File: config.mk
export PLATFORM = sky130hd
export DESIGN_NAME = eth_rx_framer
export DESIGN_NICKNAME = d
export VERILOG_FILES = /design/src/rtl/eth_pkg.sv /design/src/rtl/eth_rx_outreg.sv /design/src/rtl/eth_rx_framer.sv
export SDC_FILE = /design/constraint.sdc
export NUM_CORES = 1
export LEC_CHECK = 0
export CAP_MARGIN = 20
export CORE_UTILIZATION = 40
export CTS_CLUSTER_DIAMETER = 40
export DETAILED_ROUTE_END_ITERATION = 16
export PLACE_DENSITY = 0.81
export SYNTH_ARGS = -nofsm -noshare
export SYNTH_HDL_FRONTEND = slang
export SYNTH_SLANG_ARGS = --single-unit
File: constraint.sdc
create_clock -name clk -period 5.55 [get_ports clk]
set_clock_uncertainty 0.05 [all_clocks]
set_input_delay 1.3875 -clock clk [delete_from_list [all_inputs] [get_ports clk]]
set_output_delay 1.3875 -clock clk [all_outputs]
set_load 0.01 [all_outputs]
File: src/rtl/eth_pkg.sv
// -----------------------------------------------------------------------------
// eth_pkg
//   Shared definitions for the Ethernet receive framer slice.
//   - eth_state_e : framer state encoding
//   - SOP_OFS/EOP_OFS : SOP/EOP flag positions in the output beat, counted
//                       upward from bit DATA_W (beat = {EOP, SOP, data})
//   - CNT_W       : width of the frame statistics counters
//   - sat_inc     : saturating increment for the statistics counters
// -----------------------------------------------------------------------------
package eth_pkg;

   typedef enum logic [2:0] {
      IDLE,
      DEST,
      SRC,
      PAYLOAD,
      DRAIN
   } eth_state_e;

   localparam int unsigned SOP_OFS = 0;
   localparam int unsigned EOP_OFS = 1;
   localparam int unsigned CNT_W   = 16;

   function automatic logic [CNT_W-1:0] sat_inc(input logic [CNT_W-1:0] v);
      return (v == '1) ? v : v + 1'b1;
   endfunction

endpackage

File: src/rtl/eth_rx_outreg.sv
// -----------------------------------------------------------------------------
// eth_rx_outreg
//   Single-entry ready/valid output register. Loads whenever it is empty or
//   its content is being taken downstream; otherwise holds content stable.
//   Ports:
//     clk, reset   clock, synchronous active-low reset
//     valid_i      upstream beat present this cycle
//     data_i       upstream beat content (W bits)
//     ready_o      register can load this cycle (!valid_o || ready_i)
//     valid_o      registered beat valid
//     data_o       registered beat content
//     ready_i      downstream takes the registered beat
// -----------------------------------------------------------------------------
module eth_rx_outreg #(
   parameter int unsigned W = 8
) (
   input  logic         clk,
   input  logic         reset,
   input  logic         valid_i,
   input  logic [W-1:0] data_i,
   output logic         ready_o,
   output logic         valid_o,
   output logic [W-1:0] data_o,
   input  logic         ready_i
);

   logic         valid_q;
   logic [W-1:0] data_q;

   assign ready_o = !valid_q || ready_i;
   assign valid_o = valid_q;
   assign data_o  = data_q;

   always_ff @(posedge clk) begin
      if (!reset) begin
         valid_q <= 1'b0;
         data_q  <= '0;
      end else if (ready_o) begin
         valid_q <= valid_i;
         data_q  <= data_i;
      end
   end

endmodule

File: src/rtl/eth_rx_framer.sv
// -----------------------------------------------------------------------------
// eth_rx_framer
//   Receive-side frame delineation. Accepts words tagged SOP/EOP, forwards
//   well-formed frames one beat per accepted word (one cycle latency), and
//   terminates malformed frames with an errored EOP beat:
//     runt  : EOP before MIN_WORDS words
//     giant : MAX_WORDS words without EOP (rest of frame drained)
//     abort : SOP inside a frame closes the current one (new frame drained)
//   Optional statistics: define ETH_RX_STATS_EN to implement dropCnt/goodCnt;
//   otherwise both are tied to zero and no counter flops exist.
//   Ports:
//     clk, reset          clock, synchronous active-low reset
//     inData/inSop/inEop  input word and its frame markers
//     inValid/inReady     input handshake (accept on inValid && inReady)
//     outReady            downstream can take a beat
//     wrEnable/outData    output beat, outData = {EOP, SOP, data}
//     outErr              beat closes an errored frame
//     frameLen/lenValid   word count of the frame closed by this beat
//     dropCnt/goodCnt     errored / clean frame counters (saturating)
// -----------------------------------------------------------------------------
module eth_rx_framer
   import eth_pkg::*;
#(
   parameter int unsigned DATA_W    = 32,
   parameter int unsigned MAX_WORDS = 384,
   parameter int unsigned MIN_WORDS = 3
) (
   input  logic                           clk,
   input  logic                           reset,
   input  logic [DATA_W-1:0]              inData,
   input  logic                           inSop,
   input  logic                           inEop,
   input  logic                           inValid,
   output logic                           inReady,
   input  logic                           outReady,
   output logic                           wrEnable,
   output logic [DATA_W+1:0]              outData,
   output logic                           outErr,
   output logic [$clog2(MAX_WORDS+1)-1:0] frameLen,
   output logic                           lenValid,
   output logic [CNT_W-1:0]               dropCnt,
   output logic [CNT_W-1:0]               goodCnt
);

   localparam int unsigned LEN_W = $clog2(MAX_WORDS+1);
   localparam int unsigned OW    = DATA_W + 2;
   localparam int unsigned REG_W = OW + 1 + 1 + LEN_W;

   localparam logic [LEN_W-1:0] MAX_L = LEN_W'(MAX_WORDS);
   localparam logic [LEN_W-1:0] MIN_L = LEN_W'(MIN_WORDS);

   eth_state_e       state_q, state_d;
   logic [LEN_W-1:0] cnt_q, cnt_d;
   logic [LEN_W-1:0] cnt_inc;

   logic             accept;
   logic             emit;
   logic             beat_sop;
   logic             beat_eop;
   logic             beat_err;

   logic [OW-1:0]    beat_word;
   logic [LEN_W-1:0] beat_len;
   logic             beat_lenv;
   logic [REG_W-1:0] reg_in;
   logic [REG_W-1:0] reg_out;

   assign accept = inValid && inReady;

   // Word number of the word being accepted; the SOP word is always word 1.
   assign cnt_inc = (state_q == IDLE) ? LEN_W'(1) : cnt_q + LEN_W'(1);

   // The destination word is taken directly in IDLE, so DEST is never a
   // resident state; it is handled like SRC should it ever be reached.
   always_comb begin
      state_d  = state_q;
      cnt_d    = cnt_q;
      emit     = 1'b0;
      beat_sop = 1'b0;
      beat_eop = 1'b0;
      beat_err = 1'b0;
      if (accept) begin
         case (state_q)
            IDLE: begin
               if (inSop) begin
                  emit     = 1'b1;
                  beat_sop = 1'b1;
                  state_d  = SRC;
               end
            end
            DEST, SRC, PAYLOAD: begin
               emit    = 1'b1;
               state_d = PAYLOAD;
            end
            DRAIN: begin
               if (inEop) state_d = IDLE;
            end
            default: state_d = IDLE;
         endcase

         // Closing conditions, highest priority first: abort, EOP, giant.
         if (emit) begin
            cnt_d = cnt_inc;
            if (state_q != IDLE && inSop) begin
               beat_eop = 1'b1;
               beat_err = 1'b1;
               state_d  = DRAIN;
            end else if (inEop) begin
               beat_eop = 1'b1;
               beat_err = (cnt_inc < MIN_L);
               state_d  = IDLE;
            end else if (cnt_inc == MAX_L) begin
               beat_eop = 1'b1;
               beat_err = 1'b1;
               state_d  = DRAIN;
            end
         end
      end
   end

   always_ff @(posedge clk) begin
      if (!reset) begin
         state_q <= IDLE;
         cnt_q   <= '0;
      end else begin
         state_q <= state_d;
         cnt_q   <= cnt_d;
      end
   end

   // Non-beat cycles load zeros so lenValid/outErr never linger after a beat.
   always_comb begin
      beat_word = '0;
      beat_len  = '0;
      beat_lenv = 1'b0;
      if (emit) begin
         beat_word[DATA_W-1:0]       = inData;
         beat_word[DATA_W + SOP_OFS] = beat_sop;
         beat_word[DATA_W + EOP_OFS] = beat_eop;
         beat_lenv                   = beat_eop;
         beat_len                    = beat_eop ? cnt_inc : '0;
      end
   end

   assign reg_in = {beat_lenv, beat_len, beat_err, beat_word};

   eth_rx_outreg #(
      .W (REG_W)
   ) u_outreg (
      .clk     (clk),
      .reset   (reset),
      .valid_i (emit),
      .data_i  (reg_in),
      .ready_o (inReady),
      .valid_o (wrEnable),
      .data_o  (reg_out),
      .ready_i (outReady)
   );

   assign {lenValid, frameLen, outErr, outData} = reg_out;

`ifdef ETH_RX_STATS_EN
   logic [CNT_W-1:0] drop_q;
   logic [CNT_W-1:0] good_q;

   // Counted when the beat is loaded, so they change with the beat itself.
   always_ff @(posedge clk) begin
      if (!reset) begin
         drop_q <= '0;
         good_q <= '0;
      end else if (inReady && emit) begin
         if (beat_err)      drop_q <= sat_inc(drop_q);
         else if (beat_eop) good_q <= sat_inc(good_q);
      end
   end

   assign dropCnt = drop_q;
   assign goodCnt = good_q;
`else
   assign dropCnt = '0;
   assign goodCnt = '0;
`endif

endmodule
==> impl_metrics.yaml <==
run_status:
  outcome: "finished, final reports clean"
yosys:
  syn_avg_cell_area_um2: 8.96
  yosys.area.top_type_share_pct: 41.7
  yosysTopAreaCell: "dfxtp_1"
  synth_compound_area_share_pct: 21.6
  syn-cell-area_um2: 2730
  synth_xor_area_share_pct: 1.60
  synth_seq_cells: 57
  synth-simple-area-share_pct: 21.3
  async_reset_ff_share_pct: 0
  synthAdderAreaFrac_pct: 0.458
  syn-instance-count: 305
  synth-edff-count: 0
  synth_mux_area_share_pct: 0
  yosys.cell_types.count: 43
  synth_top_family_by_area: "compound AO/OA/AOI/OAI gates"
  ys.flop_type: "dfxtp_1"
  synth_warnings: 0
  synth-seq-area-share_pct: 41.7
  synth_area_leaders: "dfxtp_1 (42%), buf_4 (9.9%), a22oi_1 (9.3%)"
detailed_routing:
  num_vias: 2405
  drt_iter0_markers: 133
  drcViolationCount: 0
  firstDrtPassIters: 13
  vias_per_cell: 5.23
  finalWirelength_um: 6500
  wl_per_cell_um: 14.1
  ant_nets: 0
worst_setup_path:
  critPathRequiredTime_ns: 4.11
  crit_arrival_ns: 2.56
  worst-r2r-cell-count: 7
  end_kind: "primary output"
  r2r_end: "u_outreg.data_o[43]"
  reg2reg_from: "cnt_q[0]"
  cp_max_fo: 5
  cp-startpoint: "outReady"
  criticalPathCategory: "in -> out"
  crit_path_start_kind: "input port"
  reg2reg_slack_ns: 2.91
placed_design:
  gp_congestion: 0.861
  dp.cells: 444
  place_area_um2: 3470
  io_buffers: 84
  hpwl_um: 4430
global_routing:
  grt_antenna_before_repair: 0
  grt_util_all_layers_pct: 18.5
  gr-total-overflow: 0
  grt_pass1_wl_um: 10400
  grt_pass1_vias: 2235
  grt_max_degree: 39
die:
  fp.dieW_um: 84.7
  core_um2: 6460
  die_y_um: 84.7
  rows: 29
  initial_utilization_pct: 42.3
  ios: 117
  die_area_um2: 7170
finish:
  postLayoutCellArea_um2: 3680
  area_delta_synth_final_pct: 34.5
  final_util_pct: 56.9
  drive_gt1_share_pct: 7.83
  antenna-diode-count: 0
  stdcell_count: 460
  nets: 417
sta:
  slew-limit-headroom_pct: 36.4
  drv_slew: 0
  whs_ns: 0.409
  clock.fmax_ghz: 0.250
  period_share_pct: 72.1
  period_minus_slack_ns: 4.00
  setup_tns_ns: 0
  setup_viol: 0
  rsz0062_at_grt: "no"
  hold_viol_final: 0
  tightest_slew_ns: 0.950
worst_hold_path:
  hold-path-cell-count: 2
  hold_path_class: "reg -> reg"
  hp-start: "u_outreg.data_o[42]"
  hold_end: "u_outreg.data_o[42]"
clock_tree:
  cts_setup_buffers: 0
  cts.path.max_buffers: 2
  cts_tree: "done"
  clock-root-buffer: "clkbuf_8"
  cts-buffers-inserted: 9
  cts.repair.resized: 0
  hold_buffers: 0
  clk_transition_reported_paths_ns: 0.07
  htree_levels: 3
  cts.sinks: 57
  clkLatencyLatePin_ns: 0.34
power_and_ir_drop:
  powerDensity_nw_per_um2: 258
  vdd_drop_max_mv: 0.182
  leakagePower_nw: 1.32
job:
  max-cap-violations: 0
## through the flow
stage	worst slack, ns	power [mW]
final	1.55	0.948
after global routing	1.49	0.982
after CTS	1.53	0.955
after detailed placement	1.55	0.558
after global placement	1.54	0.556
after floorplan	2.47	0.513
## cells in the mapped netlist (2+ instances only)
cell,instances
xor2_1,2
o21ai_1,8
nand2_1,17
nand3b_1,3
dfxtp_1,57
nand3_1,3
o22ai_1,2
nand4_1,5
buf_4,36
buf_1,2
nand3_2,2
a21boi_0,4
a211o_1,3
a22oi_1,34
and3_1,4
buf_2,3
xnor2_1,3
and2_1,4
a21boi_1,6
nor2_1,5
nor2b_1,40
o31ai_2,2
nor3_1,10
clkbuf_1,16
o21ai_0,7
nor4_1,2
or3_1,3
a21oi_1,6
nand2_2,2
## logic make-up after synthesis
logic type,after synthesis
buf+inv,59
fa+ha+maj,1
flops,57
xor+xnor,5
other cells,1
compound gates,80
simple gates,102
## report_power, final
part           leakage [nW]  internal (mW)  switching (mW)
Combinational         0.763         0.0613          0.0590
Sequential            0.463          0.420         0.00817
Clock                0.0896          0.210           0.189
## registers in the layout (all words and copies together) (netlist names)
name and count:
u_outreg.data_o 44, cnt_q 9, state_q 3, u_outreg.valid_o 1
## routing by layer
layer / track usage (%) / routed length (um)
met1: 21.4 / 2800
met2: 29.6 / 2990
met3: 7.37 / 604
met4: 9.55 / 104
met5: 0 / 0
## cell usage in the layout (no fill, tap or decap), drive strengths merged, types with 4 or more instances in the layout
cell	count
a21boi	10
a21oi	6
a22oi	34
and2	4
and3	4
buf	4
clkbuf	9
clkdlybuf4s50	84
clkinvlp	4
conb	32
dfxtp	57
nand2	19
nand3	5
nand4	5
nor2	5
nor2b	40
nor3	10
o21ai	15
## worst max path at each step
stage | end | slack [ns] | cells after the start
final | inReady | 1.55 | 4
after global routing | inReady | 1.49 | 4
after CTS | inReady | 1.53 | 4
after detailed placement | inReady | 1.55 | 4
after global placement | inReady | 1.54 | 4
after floorplan | inReady | 2.47 | 2
## layout make-up
cell class              instances  area, um2
clock inverters                 7       80.1
fillers                       572       2780
flip-flops and latches         57       1140
repair buffers                 88        871
well taps                      77       96.3
multi-input cells             220       1360
clock buffers                   9        124
inverters                       2       7.51
## worst max-delay path, cell delays in order
cell	delay [ns]
clkdlybuf4s50_1	0.48
nor2b_2	0.05
inv_2	0.09
clkdlybuf4s50_1	0.56
Note: power is estimated with default switching activity, not from simulation.
